### src/rtl/booth_multiplier_seq.sv
// Sequential signed N x N -> 2N multiplier using radix-2 Booth recoding.
// Latency: start accepted at edge 0, N iterate edges, done/product registered one edge later (N+1).
// No backpressure: start is only sampled in IDLE and ignored while busy; product holds until the next result.
module booth_multiplier_seq #(
  parameter int N = 8
) (
  input  logic           clk,
  input  logic           reset,
  input  logic           start,
  input  logic [N-1:0]   multiplicand,
  input  logic [N-1:0]   multiplier,
  output logic           busy,
  output logic           done,
  output logic [2*N-1:0] product
);

  localparam int CW = $clog2(N + 1);
  localparam logic [CW-1:0] COUNT_INIT = CW'(N);
  localparam logic [CW-1:0] COUNT_ONE  = CW'(1);

  localparam logic [1:0] IDLE = 2'd0;
  localparam logic [1:0] CALC = 2'd1;
  localparam logic [1:0] DONE = 2'd2;

  logic [1:0]    state;
  logic [N:0]    a;        // partial product, one guard bit so M = -2^(N-1) cannot overflow
  logic [N-1:0]  q;        // multiplier, shifted out LSB-first
  logic          q_m1;     // previously shifted-out multiplier bit
  logic [N:0]    m;        // sign-extended multiplicand
  logic [CW-1:0] count;    // iterations remaining

  logic          op_sub;
  logic          op_en;
  logic [N:0]    addend;
  logic [N:0]    a_sum;
  logic [N:0]    a_new;

  // Booth pair decode feeding the add/subtract primitive: 01 -> A+M, 10 -> A+~M+1, else hold
  always_comb begin
    op_sub = q[0] & ~q_m1;
    op_en  = q[0] ^ q_m1;
    addend = op_sub ? ~m : m;
    a_sum  = a + addend + {{N{1'b0}}, op_sub};
    a_new  = op_en ? a_sum : a;
  end

  // Control FSM and datapath registers; all outputs are registered
  always_ff @(posedge clk or posedge reset) begin
    if (reset) begin
      state   <= IDLE;
      a       <= '0;
      q       <= '0;
      q_m1    <= 1'b0;
      m       <= '0;
      count   <= '0;
      busy    <= 1'b0;
      done    <= 1'b0;
      product <= '0;
    end else begin
      done <= 1'b0;
      case (state)
        IDLE: begin
          if (start) begin
            m     <= {multiplicand[N-1], multiplicand};
            q     <= multiplier;
            a     <= '0;
            q_m1  <= 1'b0;
            count <= COUNT_INIT;
            busy  <= 1'b1;
            state <= CALC;
          end
        end
        CALC: begin
          // arithmetic shift of {A_new, Q, q_m1}: A's sign bit is replicated
          {a, q, q_m1} <= {a_new[N], a_new, q};
          count        <= count - COUNT_ONE;
          if (count == COUNT_ONE) begin
            state <= DONE;
          end
        end
        DONE: begin
          // product and done are written on the same edge so they appear together
          product <= {a[N-1:0], q};
          done    <= 1'b1;
          busy    <= 1'b0;
          state   <= IDLE;
        end
        default: begin
          busy  <= 1'b0;
          state <= IDLE;
        end
      endcase
    end
  end

endmodule

### config.mk
export PLATFORM = sky130hd
export DESIGN_NAME = booth_multiplier_seq
export DESIGN_NICKNAME = d
export VERILOG_FILES = /design/src/rtl/booth_multiplier_seq.sv
export SDC_FILE = /design/constraint.sdc
export NUM_CORES = 1
export LEC_CHECK = 0
export ABC_AREA = 1
export CORE_UTILIZATION = 53
export CTS_CLUSTER_SIZE = 30
export DETAILED_ROUTE_END_ITERATION = 12
export PLACE_DENSITY_LB_ADDON = 0.15
export SETUP_SLACK_MARGIN = 0.3
export SYNTH_ARGS = -nofsm -noshare
export SYNTH_HDL_FRONTEND = slang
export SYNTH_SLANG_ARGS = --single-unit
### constraint.sdc
create_clock -name clk -period 2 [get_ports clk]
set_input_delay 0.4 -clock clk [delete_from_list [all_inputs] [get_ports clk]]
set_output_delay 0.4 -clock clk [all_outputs]
set_load 0.03 [all_outputs]
After elaboration in Yosys (flattened, before gate mapping)
Cells that the tools add are included.
{"block": "word_totals", "regBits": 50, "out_inout_bits": 18, "wordCells": 44, "inputBits": 19}
{"block": "op_classes", "bitwise": 5, "n_mux": 16, "n_eq_ne": 5, "addsub": 3, "n_reduce_logical": 6}
{"operator": "$mux 9", "n": 3}
{"operator": "$pmux 9 s2", "n": 1}
{"operator": "$pmux 8 s2", "n": 1}
{"operator": "$add 9x1->9", "n": 1}
{"operator": "$add 9x9->9", "n": 1}
{"operator": "$not 9->9", "n": 1}
{"operator": "$mux 8", "n": 1}
{"operator": "$pmux 4 s2", "n": 1}
{"operator": "$reduce_and 2->1", "n": 4}
{"operator": "$eq 4x1->1 const B", "n": 1}
{"operator": "$mux 2", "n": 2}
{"operator": "$mux 4", "n": 1}
{"operator": "$ne 2x2->1 const B", "n": 2}
{"operator": "$pmux 1 s2", "n": 2}
{"operator": "$pmux 2 s2", "n": 1}
{"operator": "$sub 4x1->4 const B", "n": 1}
{"operator": "$mux 1", "n": 3}
{"operator": "$eq 2x1->1 const B", "n": 1}
{"operator": "$eq 2x2->1 const B", "n": 1}
{"operator": "$logic_not 2->1", "n": 1}
{"operator": "$not 1->1", "n": 2}
{"operator": "$reduce_bool 2->1", "n": 1}
{"operator": "$and 1x1->1", "n": 1}
{"operator": "$xor 1x1->1", "n": 1}

Depth between registers and ports, before layout
{"block": "logic_depth", "word_depth": 7, "ltp_mapped": 14, "mapped_depth_nobuf": 13}

Worst setup path after synthesis
No wires, ideal clock.
{"block": "synth_timing", "kind": "register to register", "from": "register q[0]", "to": "register a[6]", "arrival_ns": 1.687, "stages_incl_launch_ff": 13, "setup_slack_ns": 0.195, "setup_time_ns": 0.117, "t_required_ns": 1.883, "path_cell_list": "dfrtp_1 -> ha_1 -> buf_4 -> xor2_1 -> ha_1 -> nand2_1 -> nand2_1 -> inv_1 -> nor2_1 -> nor2_1 -> nand3_1 -> nand3_1 -> nand2_1"}
{"block": "synth_between", "elab_chain_len": 6, "word_cells_on_any_way": 7, "cone_classes": "2 x add/sub; 3 x mux; 2 x bitwise"}
{"item": "start, declared", "line": "27", "rtl": "logic [N-1:0] q;"}
{"item": "start signal, assigned", "line": "65", "rtl": "q <= multiplier;"}
{"item": "start signal, assigned", "line": "75", "rtl": "{a, q, q_m1} <= {a_new[N], a_new, q};"}
{"item": "$and 1x1->1", "line": "40", "rtl": "op_sub = q[0] & ~q_m1;"}
{"item": "$mux 9", "line": "42", "rtl": "addend = op_sub ? ~m : m;"}
{"item": "$add 9x9->9", "line": "43", "rtl": "a_sum = a + addend + {{N{1'b0}}, op_sub};"}
{"item": "$add 9x1->9", "line": "43"}
{"item": "$mux 9 *", "line": "44", "rtl": "a_new = op_en ? a_sum : a;"}
{"item": "$pmux 9 s2 *", "line": "61", "rtl": "case (state)"}
{"item": "end signal, assigned", "line": "75"}
{"item": "end, declared", "line": "26", "rtl": "logic [N:0] a;"}
Mark *: on every way between the ends. The rest lies on a longest branch, timed or not.
A chain may end at the register's enable or synchronous reset.

Worst setup path in the final report
Ends and elaborated chain as after synthesis.

==> metrics.md <==
| Metric | Value |
|---|---|
| Crit end category | `flop` |
| H-tree depth | `2` |
| Hold_buf cts | `0` |
| Initial DRC Count | `148` |
| Unrepaired setup endpoints after global routing | `yes` |
| Vias in the first global route | `1,855` |
| Arrival @ worst endpoint | `2.14 ns` |
| Relative slew slack | `69.64%` |
| Post-synth top area share | `50.44%` |
| Syn Inst Count | `280` |
| Async SR Flop Fraction | `100.0%` |
| CTS sink count | `49` |
| Crit Path Class | `flop to flop` |
| Outcome | `finished clean` |
| Yosys reg bits | `49` |
| Final Cycle Share | `97.08%` |
| Die area | `4862 um2` |
| Met3 usage | `5.087%` |
| Grt ovf | `0` |
| Least-Margin Pin Slew | `0.4547 ns` |
| Min Tclk post-route | `1.942 ns` |
| Hold/Removal Path Class | `primary input to asynchronous set/reset pin` |
| First-pass GRT wire length | `8776 um` |
| Layout cell share with drive strength beyond 1 | `17.13%` |
| Area contributors post-synth | `dfrtp_1, nand2_1, inv_1` |
| Yosys cell types | `29` |
| Setup slack at placement | `0.06829 ns` |
| Placer Congestion | `0.8948` |
| Synthesized Nets | `310` |
| Syn Area/Cell | `8.682 um2` |
| Clock Latency Late Sink | `0.30 ns` |
| Clk slew on worst S/H paths | `0.09 ns` |
| Dpl cells | `364` |
| Synthesized area | `2431 um2` |
| Core ar. | `4384 um2` |
| Max-Cap Viols | `0` |
| Ys flop type | `dfrtp_1` |
| EDFF count, synth | `0` |
| Die Ht | `69.73 um` |
| Vias | `1,958` |
| Cts bufs inserted | `5` |
| Total Routing Usage GR | `23.08%` |
| Initial Utilization | `55.45%` |
| CP Launch Type | `flop` |
| M1 GR Usage | `33.24%` |
| Via/cell ratio | `5.166` |
| Detail Route Antenna Nets | `0` |
| Slew Viols, Final | `0` |
| Setup ws final | `0.05834 ns` |
| Max FO, Critical Path | `8` |
| Final Util | `71.55%` |
| Initial antenna violation count | `0` |
| 1st-pass router iterations | `4` |
| Antenna Cells | `0` |
| Final setup violation count | `0` |
| Area grow syn2layout | `29.03%` |
| Sequential-to-total area share from yosys stat | `50.44%` |
| Row cnt | `24` |
| Cell taking the most area after synthesis | `dfrtp_1` |
| Routed Wire Length | `5199 um` |
| Port Buffers | `36` |
| Largest net degree at the start of global routing | `50` |
| # IOs | `37` |
| Post-DP HPWL | `3457 um` |
| Final clock skew | `0.005986 ns` |
| Ys Warns | `0` |
| Hold Fails Final Rpt | `0` |
| Setup_tns | `0 ns` |
| Layout Cells excl Fill | `379` |
| DR WL/cell | `13.72 um` |
| CTS tree | `done` |
| GR Util met2 | `34.95%` |
| Root Driver | `clkbuf_8` |
| CTS Buffer Depth | `2` |
| Max Fclk | `515.0 MHz` |
| Filler cell count | `326` |
| Gr busiest metal | `met2` |
| Post-route DRC | `0` |
| Crit path required time | `2.20 ns` |
| Die width | `69.73 um` |
| Most common cell in the netlist | `nand2_1` |
| Final nets | `356` |
| Top cells by count, synth | `nand2_1, dfrtp_1, inv_1` |
flip-flops by register name, summed over array words and instances (netlist names):
name	count
busy	1
product	16
state	2
m	8
q_m1	1
done	1
count	4
q	8
a	8
per-stage QoR:
stage / hold WS, ns / instance area, um2
after detailed placement: 0.4555 / 2864
after global routing: 0.4882 / 3137
final: 0.4564 / 3137
after CTS: 0.4742 / 3027
after global placement: 0.4517 / 2864
after floorplan: 0.4453 / 2451
layout make-up:
cell class              instances  area [um2]  area share (%)
clock buffers                   7       86.33           2.752
well taps                      52       65.06           2.074
flip-flops and latches         49        1226           39.09
multi-input cells             181        1124           35.82
clock inverters                 1       30.03          0.9573
inverters                      42       160.2           5.106
repair buffers                 47       445.4           14.20
cells in the final DEF, fill, tap and decap left out, drive strengths merged:
cell type,instances
clkdlybuf4s50,18
nand2,82
o21bai,1
a22oi,7
bufinv,1
nor2,12
clkbuf,7
xor2,8
nor3,1
inv,42
nand3,9
ha,10
o22ai,6
dfrtp,49
a21oi,10
fa,1
o21ai,30
o221ai,3
a21o,1
dlygate4sd2,18
buf,11
layer usage:
layer / vias up / share of wire, %
met2: 63 / 44
met3: 13 / 5.0
met1: 893 / 48
li1: 989 / -
met5: - / 0
met4: 0 / 2.3
repair_timing:
item / CTS / global route
gates cloned: 0 / 0
setup endpoints to repair: 26 / 8
pin swaps: 10 / 10
gates resized for setup: 28 / 12
setup buffers: 4 / 3
cells by family (layout without fill, tap and decap cells):
family                   Yosys count  after routing  synth area share, %
XOR/XNOR                           8              8                2.882
AO/OA/AOI/OAI                     58             58                13.64
adder cells (fa/ha/maj)           11             11                5.970
AND/OR/NAND/NOR                  104            104                18.37
flip-flops                        49             49                50.44
buffers and inverters             50             97                8.698
critical path, stage by stage (launching register included):
cell     delay [ns]
dfrtp_1        0.42
ha_4           0.22
buf_4          0.15
xor2_2         0.18
ha_4           0.29
nand2_1        0.08
nor2_1         0.19
nand2_2        0.08
nand2_1        0.06
nand2_1        0.05
nand3_1        0.07
nand2_1        0.05
worst paths after layout:
check	start	end	slack, ns	cells after the start
max in group asynchronous	reset	m[7]	1.32	3
min in group clk	state[0]	done	0.47	1
setup reg to reg	q[0]	a[6]	0.06	11
hold / removal	reset	product[3]	0.46	3
setup / recovery	q[0]	a[6]	0.06	11
hold reg to reg	state[0]	done	0.47	1
Power is not shown: default switching activity piles up to over one toggle a cycle in this logic, so the estimate is an artifact.
